$ cat src/rtl/alu_issuer.sv
// alu_issuer: execute-stage sequencer that issues one decoded instruction to the ALU and holds its response.
// Optional wait timeout is compiled in when ALU_ISSUE_TIMEOUT_EN is defined.
package alu_issuer_pkg;

  typedef struct packed {
    logic [31:0] pc;
    logic [31:0] imm;
    logic [4:0]  rd;
    logic op_add, op_sub, op_addi, op_and, op_or, op_xor, op_lui;
    logic op_beq, op_bne, op_blt, op_bge, op_bltu, op_bgeu, op_jal, op_jalr;
  } instructions;

  typedef struct packed {
    logic [31:0] rs1;
    logic [31:0] rs2;
  } regvpair;

endpackage

module alu_issuer
  import alu_issuer_pkg::*;
#(
  parameter int TIMEOUT_CYCLES = 16
) (
  input  logic        clk,
  input  logic        rst,
  input  logic        req_valid,
  output logic        req_ready,
  input  instructions req_instr,
  input  regvpair     req_register,
  output logic        alu_enabled,
  output instructions alu_instr,
  output regvpair     alu_register,
  input  logic        alu_completed,
  input  logic [31:0] alu_result,
  output logic        resp_valid,
  input  logic        resp_ready,
  output logic [31:0] resp_result,
  output logic        resp_branch_taken,
  output logic [31:0] resp_next_pc,
  output logic        resp_timeout
);

  typedef enum logic [1:0] {IDLE, ISSUE, WAIT, HOLD} state_t;

  state_t      state_reg, state_next;
  logic        capture_alu;
  logic        capture_timeout;
  logic        is_branch;
  logic        taken_calc;
  logic [31:0] pc_plus4;
  logic [31:0] pc_plus_imm;
  logic [31:0] jalr_target;
  logic [31:0] next_pc_calc;

`ifdef ALU_ISSUE_TIMEOUT_EN
  localparam logic [7:0] TIMEOUT_LIMIT = 8'(TIMEOUT_CYCLES);
  logic [7:0] wait_cnt_reg;
`endif

  always_comb begin
    state_next      = state_reg;
    capture_alu     = 1'b0;
    capture_timeout = 1'b0;
    case (state_reg)
      IDLE:  if (req_valid) state_next = ISSUE;
      ISSUE: state_next = WAIT;
      WAIT: begin
        if (alu_completed) begin
          capture_alu = 1'b1;
          state_next  = HOLD;
        end
`ifdef ALU_ISSUE_TIMEOUT_EN
        else if (wait_cnt_reg == TIMEOUT_LIMIT) begin
          capture_timeout = 1'b1;
          state_next      = HOLD;
        end
`endif
      end
      HOLD:    if (resp_ready) state_next = IDLE;
      default: state_next = IDLE;
    endcase
  end

  assign req_ready   = (state_reg == IDLE) && !rst;
  assign alu_enabled = (state_reg == ISSUE);
  assign resp_valid  = (state_reg == HOLD);

  // Control resolution works off the latched instruction, which is stable through WAIT.
  assign is_branch   = alu_instr.op_beq | alu_instr.op_bne | alu_instr.op_blt |
                       alu_instr.op_bge | alu_instr.op_bltu | alu_instr.op_bgeu;
  assign pc_plus4    = alu_instr.pc + 32'd4;
  assign pc_plus_imm = alu_instr.pc + alu_instr.imm;
  assign jalr_target = (alu_register.rs1 + alu_instr.imm) & 32'hFFFF_FFFE;

  always_comb begin
    taken_calc   = 1'b0;
    next_pc_calc = pc_plus4;
    if (is_branch) begin
      taken_calc   = alu_result[0];
      next_pc_calc = alu_result[0] ? pc_plus_imm : pc_plus4;
    end else if (alu_instr.op_jal) begin
      taken_calc   = 1'b1;
      next_pc_calc = pc_plus_imm;
    end else if (alu_instr.op_jalr) begin
      taken_calc   = 1'b1;
      next_pc_calc = jalr_target;
    end
  end

  always_ff @(posedge clk or posedge rst) begin
    if (rst) begin
      state_reg    <= IDLE;
      alu_instr    <= '0;
      alu_register <= '0;
    end else begin
      state_reg <= state_next;
      if (state_reg == IDLE && req_valid) begin
        alu_instr    <= req_instr;
        alu_register <= req_register;
      end
    end
  end

  always_ff @(posedge clk or posedge rst) begin
    if (rst) begin
      resp_result       <= '0;
      resp_branch_taken <= 1'b0;
      resp_next_pc      <= '0;
    end else if (capture_alu) begin
      resp_result       <= alu_result;
      resp_branch_taken <= taken_calc;
      resp_next_pc      <= next_pc_calc;
    end else if (capture_timeout) begin
      resp_result       <= '0;
      resp_branch_taken <= 1'b0;
      resp_next_pc      <= pc_plus4;
    end
  end

`ifdef ALU_ISSUE_TIMEOUT_EN
  always_ff @(posedge clk or posedge rst) begin
    if (rst) begin
      wait_cnt_reg <= '0;
      resp_timeout <= 1'b0;
    end else begin
      if (state_reg == ISSUE)
        wait_cnt_reg <= '0;
      else if (state_reg == WAIT && !alu_completed)
        wait_cnt_reg <= wait_cnt_reg + 8'd1;
      if (capture_alu)
        resp_timeout <= 1'b0;
      else if (capture_timeout)
        resp_timeout <= 1'b1;
    end
  end
`else
  assign resp_timeout = 1'b0;
`endif

endmodule

$ cat config.mk
export PLATFORM = sky130hd
export DESIGN_NAME = alu_issuer
export DESIGN_NICKNAME = d
export VERILOG_FILES = /design/src/rtl/alu_issuer.sv
export SDC_FILE = /design/constraint.sdc
export NUM_CORES = 1
export LEC_CHECK = 0
export CELL_PAD_IN_SITES_DETAIL_PLACEMENT = 2
export CELL_PAD_IN_SITES_GLOBAL_PLACEMENT = 2
export CORE_ASPECT_RATIO = 1.4
export CORE_MARGIN = 3
export CORE_UTILIZATION = 28
export CTS_CLUSTER_SIZE = 30
export DETAILED_ROUTE_END_ITERATION = 16
export GPL_ROUTABILITY_DRIVEN = 1
export PLACE_DENSITY_LB_ADDON = 0.1
export SLEW_MARGIN = 20
export SYNTH_ARGS = -nofsm -noshare
export SYNTH_HDL_FRONTEND = slang
export SYNTH_SLANG_ARGS = --single-unit
$ cat constraint.sdc
create_clock -name clk -period 10.2 [get_ports clk]
set_input_delay 2.04 -clock clk [delete_from_list [all_inputs] [get_ports clk]]
set_output_delay 2.04 -clock clk [all_outputs]
set_load 0.02 [all_outputs]
== Yosys cells after proc, flatten, opt, wreduce, memory -nomap -nowiden ==
Index checks and enable logic that the tools add are counted.
Widths: inputs -> output; s select.

* Bits in registers: 215
* Input port bits: 185
* Output and inout bits: 217
* Word-level logic and storage cells: 56

* Add/sub/neg operators: 3
* Equality and inequality tests: 6
* Muxes and demuxes: 13
* Bitwise gates (word level): 5
* Reductions and logical operators: 5

{| class="wikitable"
|+ Operator list
! operator !! count
|-
| $mux 32 || 4
|-
| $add 32x32->32 || 2
|-
| $add 32x3->32 const B || 1
|-
| $pmux 2 s4 || 1
|-
| $mux 2 || 3
|-
| $mux 1 || 5
|-
| $or 1x1->1 || 5
|-
| $eq 2x2->1 const B || 2
|-
| $ne 2x2->1 const B || 2
|-
| $reduce_and 3->1 || 1
|-
| $eq 2x1->1 const B || 1
|-
| $logic_and 1x1->1 || 2
|-
| $logic_not 2->1 || 1
|-
| $ne 2x1->1 const B || 1
|-
| $logic_not 1->1 || 1
|}

== Longest topological paths before layout ==
Gate-level depths: netlist of run 1.

* Word-level depth: 6
* Mapped depth: 11
* Mapped depth without buffers: 11

== Worst setup path before layout of run 1 ==
No wires, ideal clock.

* Path kind: input to output
* Start point: input rst
* End point: output req_ready
* Arrival time: 2.320 ns
* Data required time: 8.160 ns
* Setup slack: 5.840 ns
* Stages on the path: 1
* Buffers on the path: 0
* Cells stage by stage: nor2_1

* Cells in the longest elaborated chain, start to end: 2

{| class="wikitable"
|+ RTL lines
! what !! RTL line !! text
|-
| from (decl) || 26 || <nowiki>input logic rst,</nowiki>
|-
| $logic_not 1->1 (no line) || n/a ||
|-
| $logic_and 1x1->1 || 85 || <nowiki>assign req_ready = (state_reg == IDLE) && !rst;</nowiki>
|-
| to (decl) || 28 || <nowiki>output logic req_ready,</nowiki>
|}

No other way between the ends.

== Worst setup path in the final report of run 1 ==
Same ends and word-level chain as after synthesis.

==> results.yml, run 1 <==
status:
  status: "completed"
critical_path:
  worst_ep_required_time_ns: 8.16
  crit_path_end_kind: "output pin"
  timing.rr.start: "alu_instr[20]$_DFFE_PP0P_"
  cp_max_fo: 2
  worstSetupStartpointType: "input pin"
  critPathLaunch: "rst"
  worst-setup-path-type: "input pin to output pin"
  arrival_ns: 3.29
clocking:
  cts_max_path_buffers: 3
  post_cts.repair.setup_buffers: 0
  post_cts_resized: 0
  cts.sinks: 215
  root_buffer: "clkbuf_16"
  path_clk_slew_ns: 0.06
  clock_latency_ns: 0.55
  cts_hold_buf: 0
  cts_buffers: 25
  htree_levels: 1
  tritoncts: "done"
floorplanning:
  fp.dieArea_mm2: 0.0469
  rows: 90
  design.core.area_mm2: 0.0435
  die_h_um: 255
  num_io_pins: 402
  start_util_pct: 28.5
  die_width_um: 184
routing:
  detail_route.drc_violations: 0
  drt-pass1-iter-count: 5
  vias: 11200
  via_per_inst: 5.13
  drtIter0Drc: 454
  drtAntennaViolNets: 0
  wire_per_inst_um: 22.2
  wl_um: 48400
sta:
  fin_ws_ns: 4.87
  fmax_mhz: 188
  slew_headroom_pct: 36.5
  clock_skew_ns: 0.0166
  setup_tns_ns: 0
  min_period_over_period_pct: 52.2
  period_minus_slack_ns: 5.33
  rsz0062_at_grt: "false"
  final-hold-violation-count: 0
  worstMarginPinSlew_ns: 0.952
  slew_violations: 0
  hold_ws_ns: 0.469
  setup_viol: 0
placement:
  io_buffers: 400
  place_area_mm2: 0.0170
  dp.cells: 2136
  dp_hpwl_um: 37500
  gp_routability_congestion: 0.829
  place_ws_ns: 4.86
global_routing:
  grt_use_total_pct: 20.1
  overflow: 0
  grt_max_degree: 101
  grt_pass1_wl_um: 73700
  grt_pass1_vias: 12200
  grt_antenna_before_repair: 0
power:
  vdd_drop_max_mv: 0.158
  p_total_mw: 7.36
  p_leak_nw: 7.52
  power_per_cell_area_mw_per_mm2: 416
yosys:
  postSynth.asyncResetShare_pct: 100
  synth_edf_count: 0
  synth.distinct_cells: 69
  postSynthRegisterBits: 215
  syn_nets: 1485
  netlist_area_mm2: 0.0124
  synth.top_cell.area_share_pct: 43.4
  synth_top_area_cell: "dfrtp_1"
  synthTopCellsByArea: "dfrtp_1 (43%), mux2_2 (14%), ha_1 (6.8%), nand2_1 (5.5%), xor2_1 (3.2%)"
  synth_cells: 1231
  yosys_warnings: 0
  synth_seq_area_share_pct: 43.4
  synthFlopType: "dfrtp_1"
  avgSynthCellArea_um2: 10.1
cells_and_area:
  utilization_pct: 40.7
  regMostFlops: "alu_instr"
  diodes: 0
  stdcell_count: 2175
  top_regs: "alu_instr x84, alu_register x64"
  stdcell_area_mm2: 0.0177
  area_growth_pct: 42.8
  layout.nets: 1865
  largest_reg_flops: 84
  drive_above_1_share_pct: 12.4
  num-fill-cells: 4673
worst_hold_path:
  hold_class: "flip-flop to flip-flop"
  min_from: "resp_next_pc[5]$_DFFE_PP0P_"
job:
  maxCapViolCount: 0
==> cells in the mapped netlist (all sizes together), types with 10 or more instances <==
| master | number |
|---|---|
| inv | 17 |
| a221oi | 10 |
| nand4 | 16 |
| nand2 | 181 |
| xor2 | 45 |
| a21oi | 76 |
| nor2 | 66 |
| a211oi | 15 |
| buf | 11 |
| a31oi | 10 |
| xnor2 | 31 |
| o21ai | 74 |
| nor3 | 13 |
| and3 | 18 |
| mux2 | 149 |
| ha | 67 |
| a21o | 26 |
| clkbuf | 46 |
| dfrtp | 215 |
| nand3 | 26 |
==> placed cells by master, fill, tap and decap left out, types with 6 or more instances in the layout <==
cell type and count:
o21a_1 6, nand3_1 25, clkbuf_16 25, clkdlybuf4s50_1 400, xor2_1 45, o21bai_1 7
mux2_2 149, a21o_1 26, a21oi_1 76, nand2_1 179, clkbuf_1 8, a222oi_1 7
ha_1 67, a221oi_1 9, xnor2_1 31, o221ai_1 6, a211oi_1 15, nand4_1 16
nor3_1 12, a31oi_1 10, nor2b_1 6, nor2_1 66, mux2i_1 6, inv_1 16
nand2b_1 8, dfrtp_1 215, buf_4 10, and3_1 18, o21ai_0 70, o211ai_1 7
==> where the power goes <==
group	switching (mW)	internal, mW	total, mW
Combinational	2.66	2.09	4.75
Sequential	0.465	1.28	1.74
Clock	0.364	0.503	0.867
Total	3.48	3.87	7.36
==> worst max-delay path, stage by stage <==
cell	delay, ns
clkdlybuf4s50_1	0.51
nor2_1	0.13
clkdlybuf4s50_1	0.61
==> routing by layer <==
layer	wire length, um	vias up	track usage, %
met5	0	-	0
met4	1240	0	5.58
met3	2340	45	3.48
met2	26400	275	38.6
met1	18400	5653	22.7
li1	-	5195	-
==> path summary, 6_finish.rpt <==
check                                                     to  slack (ns)  cells after the start
worst max-delay path                               req_ready        4.87                      3
worst min-delay path             resp_next_pc[5]$_DFFE_PP0P_        0.47                      2
worst max register to register  resp_next_pc[22]$_DFFE_PP0P_        6.42                     11
worst min register to register   resp_next_pc[5]$_DFFE_PP0P_        0.47                      2
max in group asynchronous          alu_instr[42]$_DFFE_PP0P_        6.88                      3
min in group asynchronous         resp_result[5]$_DFFE_PP0P_        1.99                      2
==> cells by family after synthesis <==
family	synth area share, %
AND/OR/NAND/NOR	12.8
AO/OA/AOI/OAI	14.9
flip-flops	43.4
multiplexers	14.0
XOR/XNOR	5.37
buffers and inverters	2.40
adder cells (fa/ha/maj)	7.08
other	0.0302
==> final cells by class <==
class	instances	area (um^2)	share of cell area, %
Tap cell	552	691	3.90
Inverter	17	71.3	0.403
Clock inverter	5	75.1	0.424
Timing Repair Buffer	410	4080	23.0
Sequential cell	215	5380	30.4
Clock buffer	34	669	3.78
Multi-Input combinational cell	942	6740	38.1
No activity file was read; power rests on OpenSTA's default activity.
==> run 2, diff against run 1 <==
- CORE_UTILIZATION: 28 -> 25
- clock period: 10.2 -> 4.66 ns (I/O delays scaled with it)
==> run 2 against run 1 <==
Compared with the run above: global-route usage is 0.85 points lower; worst hold slack better by 0.0084 ns; non-clock buffer count up 4; clock power is 140% higher; via count is 0.32% higher; register-to-register slack got worse by 5.3 ns; clock skew grew 0.0013 ns; worst setup slack got worse by 3.8 ns; largest cell class unchanged; highest routed layer unchanged.
==> results.yml, run 2 (synthesized netlist as in run 1, its figures left out) <==
sta:
  min_period_over_period_pct: 76.0
  fmax_mhz: 282
  slew_headroom_pct: 31.5
  final-hold-violation-count: 0
  setup_viol: 0
  worstMarginPinSlew_ns: 1.03
  period_minus_slack_ns: 3.54
  clock_skew_ns: 0.0179
  slew_violations: 0
  setup_tns_ns: 0
  rsz0062_at_grt: "false"
global_routing:
  grt_use_total_pct: 19.2
  grt_antenna_before_repair: 0
  grt_max_degree: 84
  overflow: 0
  grt_pass1_wl_um: 79400
  grt_pass1_vias: 12600
floorplanning:
  die_h_um: 270
  die_width_um: 194
  start_util_pct: 25.6
  fp.dieArea_mm2: 0.0523
  num_io_pins: 402
  design.core.area_mm2: 0.0485
  rows: 95
status:
  status: "completed"
routing:
  drt-pass1-iter-count: 5
  drtAntennaViolNets: 0
  via_per_inst: 4.95
  drtIter0Drc: 338
  vias: 11200
  wl_um: 51800
  detail_route.drc_violations: 0
  wire_per_inst_um: 22.9
critical_path:
  arrival_ns: 3.98
  critPathBufInv: 0
  timing.rr.start: "alu_instr[20]$_DFFE_PP0P_"
  crit_path_end_kind: "flip-flop"
  rrSetupSlack_ns: 1.12
  worst-setup-path-type: "flip-flop to flip-flop"
  worstSetupStartpointType: "flip-flop"
  slowest_stage: "dfrtp_1"
  cpMostUsedCell: "o21ai_0"
  cp_max_fo: 5
  crit_family: "compound AO/OA/AOI/OAI gates"
  slowest_delay_ns: 0.43
  r2r_cells: 11
  critPathLaunch: "alu_instr[20]$_DFFE_PP0P_"
  cp.depth: 11
  worst_ep_required_time_ns: 5.10
  worstSetupEndpoint: "resp_next_pc[22]$_DFFE_PP0P_"
  path_cells: "ha_1 -> fa_1 -> a211oi_1 -> o21ai_0 -> o21ai_0 -> a21oi_1 -> o31ai_1 -> o21a_1 -> nor2_1 -> or4_1 -> a32o_1"
  reg2reg_to: "resp_next_pc[22]$_DFFE_PP0P_"
power:
  p_leak_nw: 7.60
  power_per_cell_area_mw_per_mm2: 917
  p_total_mw: 16.5
  vdd_drop_max_mv: 0.343
clocking:
  cts_hold_buf: 0
  post_cts.repair.setup_buffers: 0
  post_cts_resized: 0
  clock_latency_ns: 0.56
  tritoncts: "done"
  htree_levels: 1
  cts.sinks: 215
  cts_max_path_buffers: 3
  path_clk_slew_ns: 0.06
  root_buffer: "clkbuf_16"
  cts_buffers: 27
cells_and_area:
  num-fill-cells: 5245
  layout.nets: 1871
  diodes: 0
  largest_reg_flops: 84
  utilization_pct: 37.1
  drive_above_1_share_pct: 13.1
  layout_commonest_cell: "clkdlybuf4s50_1"
  area_growth_pct: 45.0
  final_cell_mix: "clkdlybuf4s50_1 (400), dfrtp_1 (215), nand2_1 (179)"
  top_regs: "alu_instr x84, alu_register x64"
  regMostFlops: "alu_instr"
placement:
  dp_hpwl_um: 40700
  gp_routability_congestion: 0.802
  io_buffers: 400
job:
  maxCapViolCount: 0
worst_hold_path:
  min_from: "resp_result[23]$_DFFE_PP0P_"
  hold_class: "flip-flop to flip-flop"
  min_path_cells: 2
## run 2: cell types whose count changed in the layout (fill, tap and decap cells not counted)
cell        before  now
clkbuf_1         8    5
bufinv_16        2    1
clkbuf_8         1    7
buf_12           0    4
clkinvlp_4       0    2
inv_8            1    0
clkbuf_16       25   27
## run 2: worst min-delay path by stage
stage | end | slack [ns]
floorplan | state_reg[0]$_DFFE_PP0P_ | 0.53
global placement | resp_next_pc[5]$_DFFE_PP0P_ | 0.46
detailed placement | resp_next_pc[5]$_DFFE_PP0P_ | 0.47
CTS | resp_result[23]$_DFFE_PP0P_ | 0.48
global route | resp_result[3]$_DFFE_PP0P_ | 0.51
finish | resp_result[23]$_DFFE_PP0P_ | 0.48
## run 2: final cells by class
class	instances	area, um^2	area share, %
multi-input combinational	942	6740	37.5
sequential	215	5380	29.9
timing repair buffer	414	4160	23.1
clock buffer	39	791	4.40
tap	630	788	4.39
inverter	17	67.6	0.376
clock inverter	5	52.6	0.292
## run 2: metal layers
layer  up-vias  track usage (%)  wire (um)
met5         -                0          0
li1       5195                -          -
met4         0             3.76        874
met3        45             3.38       2290
met2       227             37.9      28900
met1      5737             21.4      19700
## run 2: report_power, final
group	internal (mW)	switching [mW]	total [mW]
logic	4.60	6.02	10.6
clock network	1.21	0.830	2.04
registers	2.80	1.02	3.83
## run 2: through the flow
stage | setup slack [ns] | hold WS (ns) | area (um^2) | cells
2_1_floorplan | 0.930 | 0.528 | 12400 | 1231
3_3_place_gp | 1.17 | 0.457 | 17100 | 2218
3_5_place_dp | 1.09 | 0.468 | 17100 | 2218
4_1_cts | 1.06 | 0.484 | 18000 | 2262
5_1_grt | 0.731 | 0.509 | 18000 | 2262
6_report | 1.12 | 0.478 | 18000 | 2262
## run 2: worst min-delay path, stage by stage (launching register included)
cell	delay [ns]
dfrtp_1	0.34
nand2_1	0.05
nand2_1	0.06
==> run 3, diff against run 2 <==
- CORE_UTILIZATION: 25 -> 28
- clock period: 4.66 -> 3.4 ns (I/O delays scaled with it)
==> run 3 against run 2 <==
Compared with the run above: sequential share of layout area down 0.77 points; global-route usage increased by 2.3 points; count of clock-buffer cells in the layout up 4; first-iteration DRC count is 26% higher; worst hold slack worse by 0.0016 ns; via count rose by 3.4%; die area is 10% lower; worst setup slack got worse by 0.96 ns; utilization rose by 5.4 points; combinational power increased by 43%.
==> results.yml, run 3 (synthesized netlist as in run 1, its figures left out) <==
floorplanning:
  die_h_um: 255
  die_width_um: 184
  design.core.area_mm2: 0.0435
  start_util_pct: 28.5
  fp.dieArea_mm2: 0.0469
  rows: 90
  num_io_pins: 402
critical_path:
  r2r_cells: 11
  arrival_ns: 3.67
  timing.rr.start: "alu_instr[20]$_DFFE_PP0P_"
  worstSetupStartpointType: "flip-flop"
  worst_ep_required_time_ns: 3.83
  worst-setup-path-type: "flip-flop to flip-flop"
  crit_path_end_kind: "flip-flop"
  reg2reg_to: "resp_next_pc[22]$_DFFE_PP0P_"
  rrSetupSlack_ns: 0.16
  cp_max_fo: 5
sta:
  period_minus_slack_ns: 3.24
  clock_skew_ns: 0.0127
  worstMarginPinSlew_ns: 0.690
  min_period_over_period_pct: 95.3
  rsz0062_at_grt: "true"
  setup_viol: 0
  final-hold-violation-count: 0
  fmax_mhz: 309
  slew_violations: 0
  slew_headroom_pct: 53.9
routing:
  wl_um: 52000
  via_per_inst: 5.15
  drtAntennaViolNets: 0
  vias: 11600
  wire_per_inst_um: 23.1
  drt-pass1-iter-count: 5
  detail_route.drc_violations: 0
  drtIter0Drc: 427
cells_and_area:
  regMostFlops: "alu_instr"
  num-fill-cells: 4620
  final_cell_mix: "clkdlybuf4s50_1 (400), dfrtp_1 (215), nand2_1 (179)"
  diodes: 0
  largest_reg_flops: 84
  utilization_pct: 42.4
  layout.nets: 1931
  area_growth_pct: 48.8
  layout_commonest_cell: "clkdlybuf4s50_1"
  multi_input_area_mm2: 0.00677
  top_regs: "alu_instr x84, alu_register x64"
  drive_above_1_share_pct: 16.1
  stdcell_count: 2249
  regArea_mm2: 0.00538
worst_hold_path:
  hold_path_end: "resp_result[27]$_DFFE_PP0P_"
  hold_class: "flip-flop to flip-flop"
  min_from: "resp_result[27]$_DFFE_PP0P_"
  min_path_cells: 2
clocking:
  root_buffer: "clkbuf_16"
  post_cts_resized: 1
  htree_levels: 1
  clock_latency_ns: 0.55
  cts_buffers: 26
  post_cts.repair.setup_buffers: 0
  cts.sinks: 215
  path_clk_slew_ns: 0.06
  cts_max_path_buffers: 3
  tritoncts: "done"
  cts_hold_buf: 0
power:
  p_leak_nw: 7.91
  p_sw_mw: 10.8
  vdd_drop_max_mv: 0.465
  pwr-share-comb_pct: 65.7
  clockPowerShare_pct: 12.4
  seq_power_share_pct: 21.9
  p_total_mw: 23.1
  switching_share_pct: 46.7
  power_per_cell_area_mw_per_mm2: 1250
  intPower_mw: 12.3
placement:
  gp_routability_congestion: 0.862
  dp_hpwl_um: 40800
  dp.cells: 2201
  io_buffers: 400
global_routing:
  overflow: 0
  grt_pass1_vias: 13100
  grt_max_degree: 57
  grt_pass1_wl_um: 78800
  grt_use_total_pct: 21.5
  grt_antenna_before_repair: 0
status:
  status: "completed"
job:
  maxCapViolCount: 0
==> run 3: metal layers <==
| layer | GRT usage (%) | wire length (um) | vias up |
|---|---|---|---|
| li1 | - | - | 5330 |
| met1 | 24.4 | 20000 | 5880 |
| met3 | 3.18 | 2140 | 85 |
| met5 | 0 | 0 | - |
| met4 | 7.24 | 1800 | 0 |
| met2 | 41.0 | 28200 | 286 |
==> run 3: stage by stage <==
stage | hold slack [ns] | setup WS [ns] | setup TNS [ns] | area, um^2
2_1_floorplan | 0.528 | -0.0781 | -16.80 | 12400
3_5_place_dp | 0.467 | 0.0199 | 0 | 17600
3_3_place_gp | 0.453 | 0.0640 | 0 | 17600
5_1_grt | 0.485 | -0.0390 | -0.0390 | 18500
4_1_cts | 0.481 | 0.0710 | 0 | 18400
6_report | 0.476 | 0.159 | 0 | 18500
==> run 3: how the worst max path moves through the flow <==
stage | cells after the start | startpoint | to
final | 11 | alu_instr[20]$_DFFE_PP0P_ | resp_next_pc[22]$_DFFE_PP0P_
after global routing | 11 | alu_instr[20]$_DFFE_PP0P_ | resp_next_pc[24]$_DFFE_PP0P_
after CTS | 10 | alu_instr[36]$_DFFE_PP0P_ | resp_next_pc[29]$_DFFE_PP0P_
after detailed placement | 11 | alu_instr[20]$_DFFE_PP0P_ | resp_next_pc[22]$_DFFE_PP0P_
after global placement | 10 | alu_instr[36]$_DFFE_PP0P_ | resp_next_pc[29]$_DFFE_PP0P_
after floorplan | 1 | rst | alu_instr[0]$_DFFE_PP0P_
==> run 3: critical path, cell delays in order, from the launching register on <==
cell and delay, ns:
dfrtp_1 0.43, ha_1 0.27, fa_1 0.44, a211oi_2 0.24, o21ai_1 0.13, o21ai_1 0.26
a21oi_1 0.15, o31ai_1 0.28, o21a_1 0.20, nor2_1 0.06, or4_1 0.39, a32o_1 0.26
==> run 3: cell type report <==
class | instances | area share [%]
Multi-Input combinational cell | 942 | 36.7
Sequential cell | 215 | 29.2
Timing Repair Buffer | 475 | 25.4
Clock buffer | 43 | 4.10
Tap cell | 552 | 3.74
Clock inverter | 5 | 0.556
Inverter | 17 | 0.366
==> run 3: power groups by stage <==
stage | registers, mW | logic, mW | clock network (mW)
6_report | 5.06 | 15.2 | 2.87
4_1_cts | 5.10 | 15.3 | 2.98
3_3_place_gp | 5.02 | 14.9 | 0
5_1_grt | 5.27 | 16.6 | 3.08
2_1_floorplan | 6.36 | 7.34 | 0
3_5_place_dp | 5.12 | 15.2 | 0
